==> src/rtl/proto_abc_responder.sv <==
// proto_abc_responder
//   Responder end of the single-clock a/b/c request protocol (a |-> b ##1 c).
//   A request (a = req_i) is acknowledged in the same cycle (b = ack_o).
//   Exactly one cycle later a response strobe (c = rsp_valid_o) carries the
//   processed payload. The block also flags protocol violations with a sticky
//   error and counts completed responses, saturating at all-ones.
//
//   Optional feature: define PROTO_ABC_CHK_EN to compile the built-in
//   protocol assertions and the back-to-back cover property. Functional
//   behaviour is identical with or without the macro.
//
// Ports
//   clk          in   clock, all state updates on posedge
//   rst_n        in   asynchronous active-low reset
//   req_i        in   request strobe (a)
//   req_op_i     in   [1:0] operation, sampled with req_i
//   req_data_i   in   [DATA_W-1:0] payload, sampled with req_i
//   hold_i       in   when high the block is not ready
//   clear_i      in   clears the sticky error state
//   ready_o      out  block can accept a request this cycle
//   ack_o        out  (b) req_i & ready_o, combinational
//   rsp_valid_o  out  (c) one-cycle response strobe
//   rsp_data_o   out  [DATA_W-1:0] result, holds when rsp_valid_o is low
//   err_o        out  sticky protocol-error flag
//   txn_cnt_o    out  [CNT_W-1:0] completed-response count, saturating
module proto_abc_responder #(
    parameter int                DATA_W  = 8,
    parameter int                CNT_W   = 16,
    parameter logic [DATA_W-1:0] XOR_KEY = DATA_W'(8'hA5)
) (
    input  logic              clk,
    input  logic              rst_n,
    input  logic              req_i,
    input  logic [1:0]        req_op_i,
    input  logic [DATA_W-1:0] req_data_i,
    input  logic              hold_i,
    input  logic              clear_i,
    output logic              ready_o,
    output logic              ack_o,
    output logic              rsp_valid_o,
    output logic [DATA_W-1:0] rsp_data_o,
    output logic              err_o,
    output logic [CNT_W-1:0]  txn_cnt_o
);

    typedef enum logic [1:0] {
        IDLE = 2'b00,
        BUSY = 2'b01,
        ERR  = 2'b10
    } state_t;

    state_t            state_reg;
    state_t            state_next;
    logic              rsp_valid_reg;
    logic [DATA_W-1:0] rsp_data_reg;
    logic [DATA_W-1:0] rsp_data_next;
    logic [CNT_W-1:0]  txn_cnt_reg;
    logic              ready;
    logic              ack;

    localparam logic [CNT_W-1:0] CNT_MAX = {CNT_W{1'b1}};

    always_ff @(posedge clk or negedge rst_n) begin
        if (!rst_n) begin
            state_reg     <= IDLE;
            rsp_valid_reg <= 1'b0;
            rsp_data_reg  <= '0;
            txn_cnt_reg   <= '0;
        end else begin
            state_reg     <= state_next;
            rsp_valid_reg <= ack;
            if (ack) begin
                rsp_data_reg <= rsp_data_next;
                if (txn_cnt_reg != CNT_MAX) begin
                    txn_cnt_reg <= txn_cnt_reg + CNT_W'(1);
                end
            end
        end
    end

    always_comb begin
        ready         = 1'b0;
        ack           = 1'b0;
        state_next    = state_reg;
        rsp_data_next = req_data_i;

        ready = !hold_i && (state_reg != ERR);
        ack   = req_i && ready;

        unique case (req_op_i)
            2'b00:   rsp_data_next = req_data_i;
            2'b01:   rsp_data_next = ~req_data_i;
            2'b10:   rsp_data_next = req_data_i + DATA_W'(1);
            default: rsp_data_next = req_data_i ^ XOR_KEY;
        endcase

        case (state_reg)
            ERR: begin
                // Requests are ignored here; a request together with clear_i
                // is neither served nor treated as a new violation.
                if (clear_i) begin
                    state_next = IDLE;
                end
            end
            default: begin
                // A violation wins over everything; any response already
                // registered from the previous cycle still issues regardless.
                if (req_i && !ready) begin
                    state_next = ERR;
                end else if (ack) begin
                    state_next = BUSY;
                end else begin
                    state_next = IDLE;
                end
            end
        endcase
    end

    assign ready_o     = ready;
    assign ack_o       = ack;
    assign rsp_valid_o = rsp_valid_reg;
    assign rsp_data_o  = rsp_data_reg;
    assign err_o       = (state_reg == ERR);
    assign txn_cnt_o   = txn_cnt_reg;

`ifdef PROTO_ABC_CHK_EN
    a_req_ack_rsp : assert property (@(posedge clk) disable iff (!rst_n)
        (req_i && ready_o) |-> ack_o ##1 rsp_valid_o);

    a_rsp_has_ack : assert property (@(posedge clk) disable iff (!rst_n)
        rsp_valid_o |-> $past(ack_o));

    a_err_not_ready : assert property (@(posedge clk) disable iff (!rst_n)
        err_o |-> !ready_o);

    c_back_to_back : cover property (@(posedge clk) disable iff (!rst_n)
        req_i ##1 req_i);
`else
`endif

endmodule

==> config.mk <==
export PLATFORM = sky130hd
export DESIGN_NAME = proto_abc_responder
export DESIGN_NICKNAME = d
export VERILOG_FILES = /design/src/rtl/proto_abc_responder.sv
export SDC_FILE = /design/constraint.sdc
export NUM_CORES = 1
export LEC_CHECK = 0
export BUFFER_PORTS_ARGS = -buffer_cell sky130_fd_sc_hd__buf_2
export CAP_MARGIN = 20
export CORE_MARGIN = 3
export CORE_UTILIZATION = 38
export CTS_CLUSTER_SIZE = 12
export DETAILED_ROUTE_END_ITERATION = 12
export PLACE_DENSITY = 0.66
export SYNTH_ARGS = -nofsm -noshare
export SYNTH_HDL_FRONTEND = slang
export SYNTH_SLANG_ARGS = --single-unit
==> constraint.sdc <==
create_clock -name clk -period 2.8 [get_ports clk]
set_input_delay 0.14 -clock clk [delete_from_list [all_inputs] [get_ports clk]]
set_output_delay 0.14 -clock clk [all_outputs]
set_load 0.005 [all_outputs]
==> flow_summary.ini <==
[synthesis]
synth_cell_type_count = 35
syn_area_um2 = 1420
synth-seq-cells = 27
synthCells = 138
synth_ff_type = dfrtp_1
avgSynthCellArea_um2 = 10.3
synth_edf_count = 0
yosysWarnings = 0
async_flop_share_pct = 100
synth_nets = 155
synth-seq-area-share_pct = 47.7

[sta]
timing.fmax_ghz = 0.547
grt_setup_unrepaired = false
post-route-period-util_pct = 65.3
finalWorstPathRequiredPeriod_ns = 1.83
finalSetupTns_ns = 0
slew_violations = 0
clock-skew-final_ns = 0.00701
tightest_slew_ns = 0.710
timing.hold.ws_ns = 0.0646
setup_viol = 0
hold_viol_final = 0
slew-limit-headroom_pct = 52.5

[pwr]
p_sw_share_pct = 30.6
ir_drop_mv = 0.192
p_clk_share_pct = 22.7
power_frac_seq_pct = 54.3
p_leak_nw = 0.908
powerDensity_nw_per_um2 = 559
p_int_uw = 671
power.switching_uw = 296
power_frac_comb_pct = 23.0
p_total_uw = 966

[floorplanning]
die_y_um = 67.1
start_util_pct = 40.8
die_w_um = 67.1
pin_count = 43
core_um2 = 3470
rows = 21
die_area_um2 = 4500

[setup_path]
cp-start-kind = register
cp-end-kind = output pin
required_ns = 2.66
critPathKind = reg2out
cp.arrival_ns = 1.69
cp_max_fo = 25
ff2ff_setup_slack_ns = 0.99

[routing]
via_count = 1177
final_antenna_net_count = 0
drt-initial-drc-count = 23
routedWlPerCell_um = 12.9
wl_um = 2930
viasPerCell = 5.16
drc = 0
first_pass_iters = 4

[run]
cap_viol_max_count = 0

[cts]
clockBufferDepth = 2
cts_tree = yes
post_cts_buffers = 0
clock_latency_ns = 0.27
cts_inserted_buffers = 3
cts_resized = 0
ctsHtreeMaxLevel = 1
cts_root_buf = clkbuf_8
cts_sinks = 27
clk_pin_slew_ns = 0.08

[global_routing]
grt_pass1_vias = 1123
top_usage_layer = met2
use_met3_pct = 2.53
met2_usage_pct = 26.1
grt_pass1_wl_um = 5010
gr-usage-met1_pct = 17.0
antenna_found_initial = 0
grt_max_degree = 28
track_usage_pct = 14.5
grt_overflow = 0

[finish]
largest_reg_flops = 16
diodes = 0
area_growth_pct = 22.0
nNetsFinal = 200
drive_gt1_share_pct = 29.7

[worst_hold_path]
hold_path_class = in2reg

[place]
io_buffers = 42
gp_congestion = 0.802
hpwlAfterDp_um = 2270

[run_status]
status = completed
-- power by group through the flow --
| stage | Sequential, mW | Combinational, mW | Clock, mW |
|---|---|---|---|
| 2_1_floorplan | 0.528 | 0.106 | 0 |
| 3_3_place_gp | 0.527 | 0.219 | 0 |
| 3_5_place_dp | 0.533 | 0.227 | 0 |
| 4_1_cts | 0.526 | 0.229 | 0.229 |
| 5_1_grt | 0.537 | 0.253 | 0.247 |
| 6_report | 0.525 | 0.222 | 0.220 |
-- layer usage --
layer | vias to the layer above | wire [um]
met5 | - | 0
li1 | 579 | -
met4 | 0 | 48
met3 | 5 | 130
met2 | 31 | 1490
met1 | 562 | 1270
-- cell usage in the layout (no fill, tap or decap), types with 3 or more instances in the layout --
master     n
nand2_1   16
xor2_1    17
buf_2     42
xnor2_1    3
o21ai_0   13
nor2_1     4
inv_1      4
dfrtp_1   27
and4_1     3
nand3_1    9
nand4_1    3
nor3_1     7
clkbuf_8   3
-- critical path, cell delays in order (launching register included) --
cell and delay [ns]:
dfrtp_1 0.37, nand2b_1 0.21, nand2_1 0.57, inv_1 0.12, buf_2 0.16
-- final timing paths --
kind | startpoint | to | depth (start not counted)
max in group asynchronous | rst_n | txn_cnt_o[5] | 2
min | clear_i | state_reg[1] | 2
max | state_reg[0] | ack_o | 4
min reg2reg | rsp_data_o[7] | rsp_data_o[7] | 2
min in group asynchronous | rst_n | txn_cnt_o[10] | 2
max reg2reg | txn_cnt_o[0] | txn_cnt_o[1] | 5
-- through the flow --
stage | setup slack (ns) | utilization (%) | cell area (um^2) | std cells
floorplan | 1.13 | - | 1420 | 138
global placement | 1.09 | 48.2 | 1670 | 223
detailed placement | 0.992 | 48.2 | 1670 | 223
CTS | 0.940 | 49.8 | 1730 | 228
global route | 0.781 | 49.8 | 1730 | 228
finish | 0.970 | 49.8 | 1730 | 228
-- Yosys cell counts, drive strengths merged, types with 2 or more instances --
cell type	instances	area [um^2]
and4	4	36.3
nand4	4	40.0
nand2	16	60.1
xnor2	3	26.3
dfrtp	27	676
mux2	3	37.5
ha	2	25.0
nand2b	2	12.5
nor4	3	33.8
nor3	7	35.0
xor2	17	149
o21ai	13	65.1
and3	2	12.5
clkbuf	3	11.3
nor2	5	21.3
a31oi	2	12.5
nand3	10	55.1
inv	4	15.0
-- area by class of cell --
type / instances / area (um^2)
repair buffers: 43 / 220
well taps: 46 / 57.6
multi-input cells: 104 / 714
clock buffers: 4 / 45.0
fillers: 349 / 1740
flip-flops and latches: 27 / 676
inverters: 4 / 15.0
-- cells by family after synthesis --
kind of cell / after synthesis / share of synthesized area [%]
compound gates: 20 / 8.66
xor+xnor: 20 / 12.4
fa+ha+maj: 2 / 1.77
buf+inv: 7 / 1.85
flops: 27 / 47.7
mux: 4 / 3.36
simple gates: 58 / 24.3
-- timing repair --
action                     CTS  global route
hold buffers                 1             0
hold endpoints to repair    27             0
setup endpoints to repair    0             0
No activity file was read; power rests on OpenSTA's default activity.
